==> src/rtl/cpu_types_pkg.sv <==
// Shared CPU datapath types: ALU operation encodings and the multiplier
// sequencer state, visible to both RTL and benches.
package cpu_types_pkg;

  localparam int XLEN = 32;

  typedef enum logic [3:0] {
    ALU_ADD = 4'h0,
    ALU_SUB = 4'h1,
    ALU_AND = 4'h2,
    ALU_OR  = 4'h3,
    ALU_XOR = 4'h4,
    ALU_SLL = 4'h5,
    ALU_SRL = 4'h6,
    ALU_SRA = 4'h7,
    ALU_SLT = 4'h8
  } aluop_t;

  typedef enum logic [1:0] {
    IDLE  = 2'd0,
    ADD   = 2'd1,
    SHIFT = 2'd2,
    DONE  = 2'd3
  } multseq_state_t;

endpackage

==> src/rtl/alu_mult_seq.sv <==
// Shift-add multiplier that borrows the datapath ALU for every add and shift;
// returns the low word of an unsigned 32x32 product via start/busy/done.
module alu_mult_seq
  import cpu_types_pkg::*;
#(
  parameter int EARLY_EXIT = 1,
  parameter int ITERS      = 32
) (
  input  logic        CLK,
  input  logic        RST,
  input  logic        start,
  input  logic [31:0] a,
  input  logic [31:0] b,
  output logic        busy,
  output logic        done,
  output logic [31:0] product,
  output aluop_t      aluop,
  output logic [31:0] porta,
  output logic [31:0] portb,
  input  logic [31:0] outport
);

  localparam int CW = $clog2(ITERS + 1);

  multseq_state_t r_state;
  logic [31:0]    r_acc;
  logic [31:0]    r_mcand;
  logic [31:0]    r_mplier;
  logic [CW-1:0]  r_count;
  logic [31:0]    r_product;
  logic           r_busy;
  logic           r_done;

  // DONE accepts a new start exactly like IDLE, so back-to-back ops lose no cycle.
  always_ff @(posedge CLK) begin
    if (RST) begin
      r_state   <= IDLE;
      r_acc     <= '0;
      r_mcand   <= '0;
      r_mplier  <= '0;
      r_count   <= '0;
      r_product <= '0;
      r_busy    <= 1'b0;
      r_done    <= 1'b0;
    end else begin
      case (r_state)
        IDLE, DONE: begin
          r_busy <= 1'b0;
          r_done <= 1'b0;
          r_state <= IDLE;
          if (start) begin
            r_acc    <= '0;
            r_mcand  <= a;
            r_mplier <= b;
            r_count  <= '0;
            if (EARLY_EXIT != 0 && b == '0) begin
              r_state   <= DONE;
              r_done    <= 1'b1;
              r_product <= '0;
            end else if (b[0]) begin
              r_state <= ADD;
              r_busy  <= 1'b1;
            end else begin
              r_state <= SHIFT;
              r_busy  <= 1'b1;
            end
          end
        end
        ADD: begin
          r_acc   <= outport;
          r_state <= SHIFT;
        end
        SHIFT: begin
          r_mcand  <= outport;
          r_mplier <= r_mplier >> 1;
          r_count  <= r_count + 1'b1;
          if (r_count == CW'(ITERS - 1) || (EARLY_EXIT != 0 && (r_mplier >> 1) == '0)) begin
            r_state   <= DONE;
            r_busy    <= 1'b0;
            r_done    <= 1'b1;
            r_product <= r_acc;
          end else if (r_mplier[1]) begin
            r_state <= ADD;
          end else begin
            r_state <= SHIFT;
          end
        end
        default: r_state <= IDLE;
      endcase
    end
  end

  // Idle drives a harmless ADD of zeros so the shared ALU never sees stale operands.
  always_comb begin
    aluop = ALU_ADD;
    porta = '0;
    portb = '0;
    case (r_state)
      ADD: begin
        porta = r_acc;
        portb = r_mcand;
      end
      SHIFT: begin
        aluop = ALU_SLL;
        porta = 32'd1;
        portb = r_mcand;
      end
      default: ;
    endcase
  end

  assign busy    = r_busy;
  assign done    = r_done;
  assign product = r_product;

endmodule
==> config.mk <==
export PLATFORM = sky130hd
export DESIGN_NAME = alu_mult_seq
export DESIGN_NICKNAME = d
export VERILOG_FILES = /design/src/rtl/cpu_types_pkg.sv /design/src/rtl/alu_mult_seq.sv
export SDC_FILE = /design/constraint.sdc
export NUM_CORES = 1
export LEC_CHECK = 0
export ABC_CLOCK_PERIOD_IN_PS = 2100
export CAP_MARGIN = 10
export CORE_MARGIN = 2
export CORE_UTILIZATION = 43
export DETAILED_ROUTE_END_ITERATION = 12
export DONT_BUFFER_PORTS = 1
export SYNTH_ARGS = -nofsm -noshare
export SYNTH_HDL_FRONTEND = slang
export SYNTH_SLANG_ARGS = --single-unit
==> constraint.sdc <==
create_clock -name CLK -period 2.1 [get_ports CLK]
set_clock_uncertainty 0.2 [all_clocks]
set_input_delay 0.21 -clock CLK [delete_from_list [all_inputs] [get_ports CLK]]
set_output_delay 0.21 -clock CLK [all_outputs]
set_load 0.005 [all_outputs]
==> flow_metrics.tcl <==
set metrics [dict create \
    synth-main-ff-cell "sky130_fd_sc_hd__dfxtp_1" \
    syn2layout_area_growth_pct 13.9 \
    setup-tns-final_ns 0 \
    gp_congestion 0.799 \
    pin_count 201 \
    area_occupied_by_multi_input_gates_um2 3140 \
    dr.pass1.iters 5 \
    run_status "finished, violations left" \
    antenna_violating_nets_left 0 \
    die_area_um2 15600 \
    overall_routing_resource_usage_pct 21.4 \
    cp_data_arrival_time_ns 1.58 \
    worstPathCellList "inv_1 > ha_2 > buf_12 > a21oi_1 > nor2_1" \
    syn-instance-count 726 \
    core_area_um2 14400 \
    finalMaxSlewViolations 0 \
    most_common_cell_after_layout_fill_and_taps_aside "sky130_fd_sc_hd__dfxtp_1" \
    worst_slew_margin_rel_pct 67.4 \
    seq_area_frac_synth_pct 43.5 \
    power_leakage_nw 2.31 \
    grt_antenna_before_repair 0 \
    ctsRootBufferMaster "sky130_fd_sc_hd__clkbuf_16" \
    num_antenna_cells 0 \
    port-buffer-count 0 \
    wire_length_of_the_first_global_routing_pass_mm 26.8 \
    cts.htree.levels 4 \
    vdd_drop_max_v 0.000620 \
    violations "hold timing" \
    drt-vias-per-instance 5.73 \
    cts_tree "done" \
    final_net_count 805 \
    storage_element_area_um2 2740 \
    cp_slowest_stage_delay_ns 0.34 \
    cts-buffers-inserted 17 \
    synth_cell_types 38 \
    route.detailed.drc 0 \
    placed_cell_area_um2 6490 \
    drive_gt1_share_pct 10.3 \
    pwr_density_cell_nw_per_um2 941 \
    postSynthRegisterBits 137 \
    synth.largest_area_cell "sky130_fd_sc_hd__dfxtp_1" \
    die_outline_height_um 125 \
    finalSetupViolations 0 \
    rows 44 \
    clock_insertion_delay_worst_skew_ns 0.41 \
    worst-endpoint-required_ns 1.69 \
    fillCellCount 1368 \
    post-route-util_pct 49.7 \
    max_cap_viol_count 0 \
    synthesis.area_per_instance_um2 8.68 \
    vias_after_detailed_routing 5150 \
    max_freq_mhz 504 \
    hold_ws_ns -0.323 \
    total_power_mw 6.75 \
    hold_violation_total_from_the_final_report 132 \
    timing_worst_slew_pin_value_ns 0.485 \
    syn_area_um2 6300 \
    detail_route.iter0.violations 360 \
    synth_async_sr_flop_share_pct 0 \
    synth_edf_count 0 \
    route.final.wire_length_mm 17.1 \
    dp_hpwl_mm 11.4 \
    synth.area.top_cells "sky130_fd_sc_hd__dfxtp_1, sky130_fd_sc_hd__mux2i_1, sky130_fd_sc_hd__a211oi_1" \
    vias_in_the_first_global_route 5174 \
    clk_pin_slew_worst_paths_ns 0.06 \
    critical_path_class "register to output port" \
    worst_setup_path_end_kind "output port" \
    floorplan.initialDensity_pct 43.7 \
    synth_top_area_share_pct 43.5 \
    cp_slowest_cell "sky130_fd_sc_hd__dfxtp_1" \
    die_x_um 125 \
    worstSetupStartpointType "register" \
    layout.cell_area.non_filler_um2 7180 \
    layout_common_cells "sky130_fd_sc_hd__dfxtp_1, sky130_fd_sc_hd__nor2_1, sky130_fd_sc_hd__nand2_1, sky130_fd_sc_hd__a211oi_1, sky130_fd_sc_hd__mux2i_1" \
    yosys_warnings 0 \
    clock_period_minus_worst_slack_ns 1.99 \
    cts.sinks 137 \
    cts-root-to-sink-buffers 2 \
    routed_length_per_instance_um 19.0 \
    rsz0062_at_grt "no" \
    critPathMaxFanout 53 \
    fin_crit_sh_pct 94.5 \
    grt_remaining_overflow 0 \
    grt_max_degree 135 \
    min_path_type "primary input to register" \
]
[path summary, 6_finish.rpt]
path / startpoint / end / slack [ns] / cells after the start
setup reg to reg: r_mplier[7] / product[8] / 0.13 / 6
hold / removal: RST / r_mcand[25] / -0.32 / 1
setup / recovery: r_state[1] / porta[0] / 0.11 / 5
hold reg to reg: r_acc[23] / r_acc[23] / 0.27 / 2
[final cells by class]
cell class              instances  area share, %
clock buffers                  23           6.66
clock inverters                 8           1.99
repair buffers                 24           4.08
well taps                     184           3.21
flip-flops and latches        137           38.2
inverters                      39           2.04
multi-input cells             484           43.8
[synthesized netlist by cell type, types with 7 or more instances]
library cell	number
sky130_fd_sc_hd__a211oi_1	63
sky130_fd_sc_hd__a21oi_1	39
sky130_fd_sc_hd__and2_1	32
sky130_fd_sc_hd__buf_1	11
sky130_fd_sc_hd__buf_2	10
sky130_fd_sc_hd__clkbuf_1	36
sky130_fd_sc_hd__dfxtp_1	137
sky130_fd_sc_hd__inv_1	38
sky130_fd_sc_hd__mux2i_1	62
sky130_fd_sc_hd__nand2_1	70
sky130_fd_sc_hd__nand3_1	33
sky130_fd_sc_hd__nand4_1	7
sky130_fd_sc_hd__nor2_1	71
sky130_fd_sc_hd__nor2b_1	32
sky130_fd_sc_hd__nor4_1	14
sky130_fd_sc_hd__o32ai_1	26
[per-layer routing]
layer	track usage (%)	routed length [um]	up-vias
met5	0	0	-
met4	8.69	361	0
met3	6.46	1250	27
met2	35.9	8410	182
met1	25.5	7070	2455
li1	-	-	2486
[worst max-delay path, delay by kind of cell (launching register included)]
kind                       cells  cell delay, ns
DFF                            1            0.34
adders and majority gates      1            0.21
and+or+nand+nor                1            0.18
buffers and inverters          2            0.30
AOI/OAI and AO/OA              1            0.11
[timing repair]
item | CTS | global route
buffers inserted | 0 | 1
gates resized for setup | 0 | 7
endpoints found under the hold margin | 133 | 133
setup endpoints to repair | 0 | 39
[state kept, by name, indices dropped and copies added, names as in the netlist]
register	cells
done	1
r_state	2
busy	1
product	32
r_mcand	32
r_mplier	31
r_count	6
r_acc	32
[power breakdown]
part / total (mW) / internal, mW / leakage [nW] / switching (mW)
registers: 2.85 / 2.75 / 1.12 / 0.102
logic: 0.755 / 0.317 / 0.889 / 0.438
clock network: 3.14 / 2.07 / 0.303 / 1.08
total: 6.75 / 5.13 / 2.31 / 1.62
[logic make-up (layout without fill, tap and decap cells)]
kind of cell	Yosys count	count (layout)	share of synthesized area, %
compound gates	147	147	17.6
xor+xnor	3	3	0.417
fa+ha+maj	3	3	0.596
buf+inv	106	94	7.47
flops	137	137	43.5
mux	62	62	9.85
other cells	1	2	0.0595
simple gates	267	267	20.5
[through the flow]
stage / setup WS, ns / std cells
floorplan: 0.139 / 727
global route: 0.0163 / 899
finish: 0.115 / 899
CTS: 0.0352 / 897
global placement: 0.116 / 866
detailed placement: 0.0410 / 866
No activity file was read; power rests on OpenSTA's default activity.
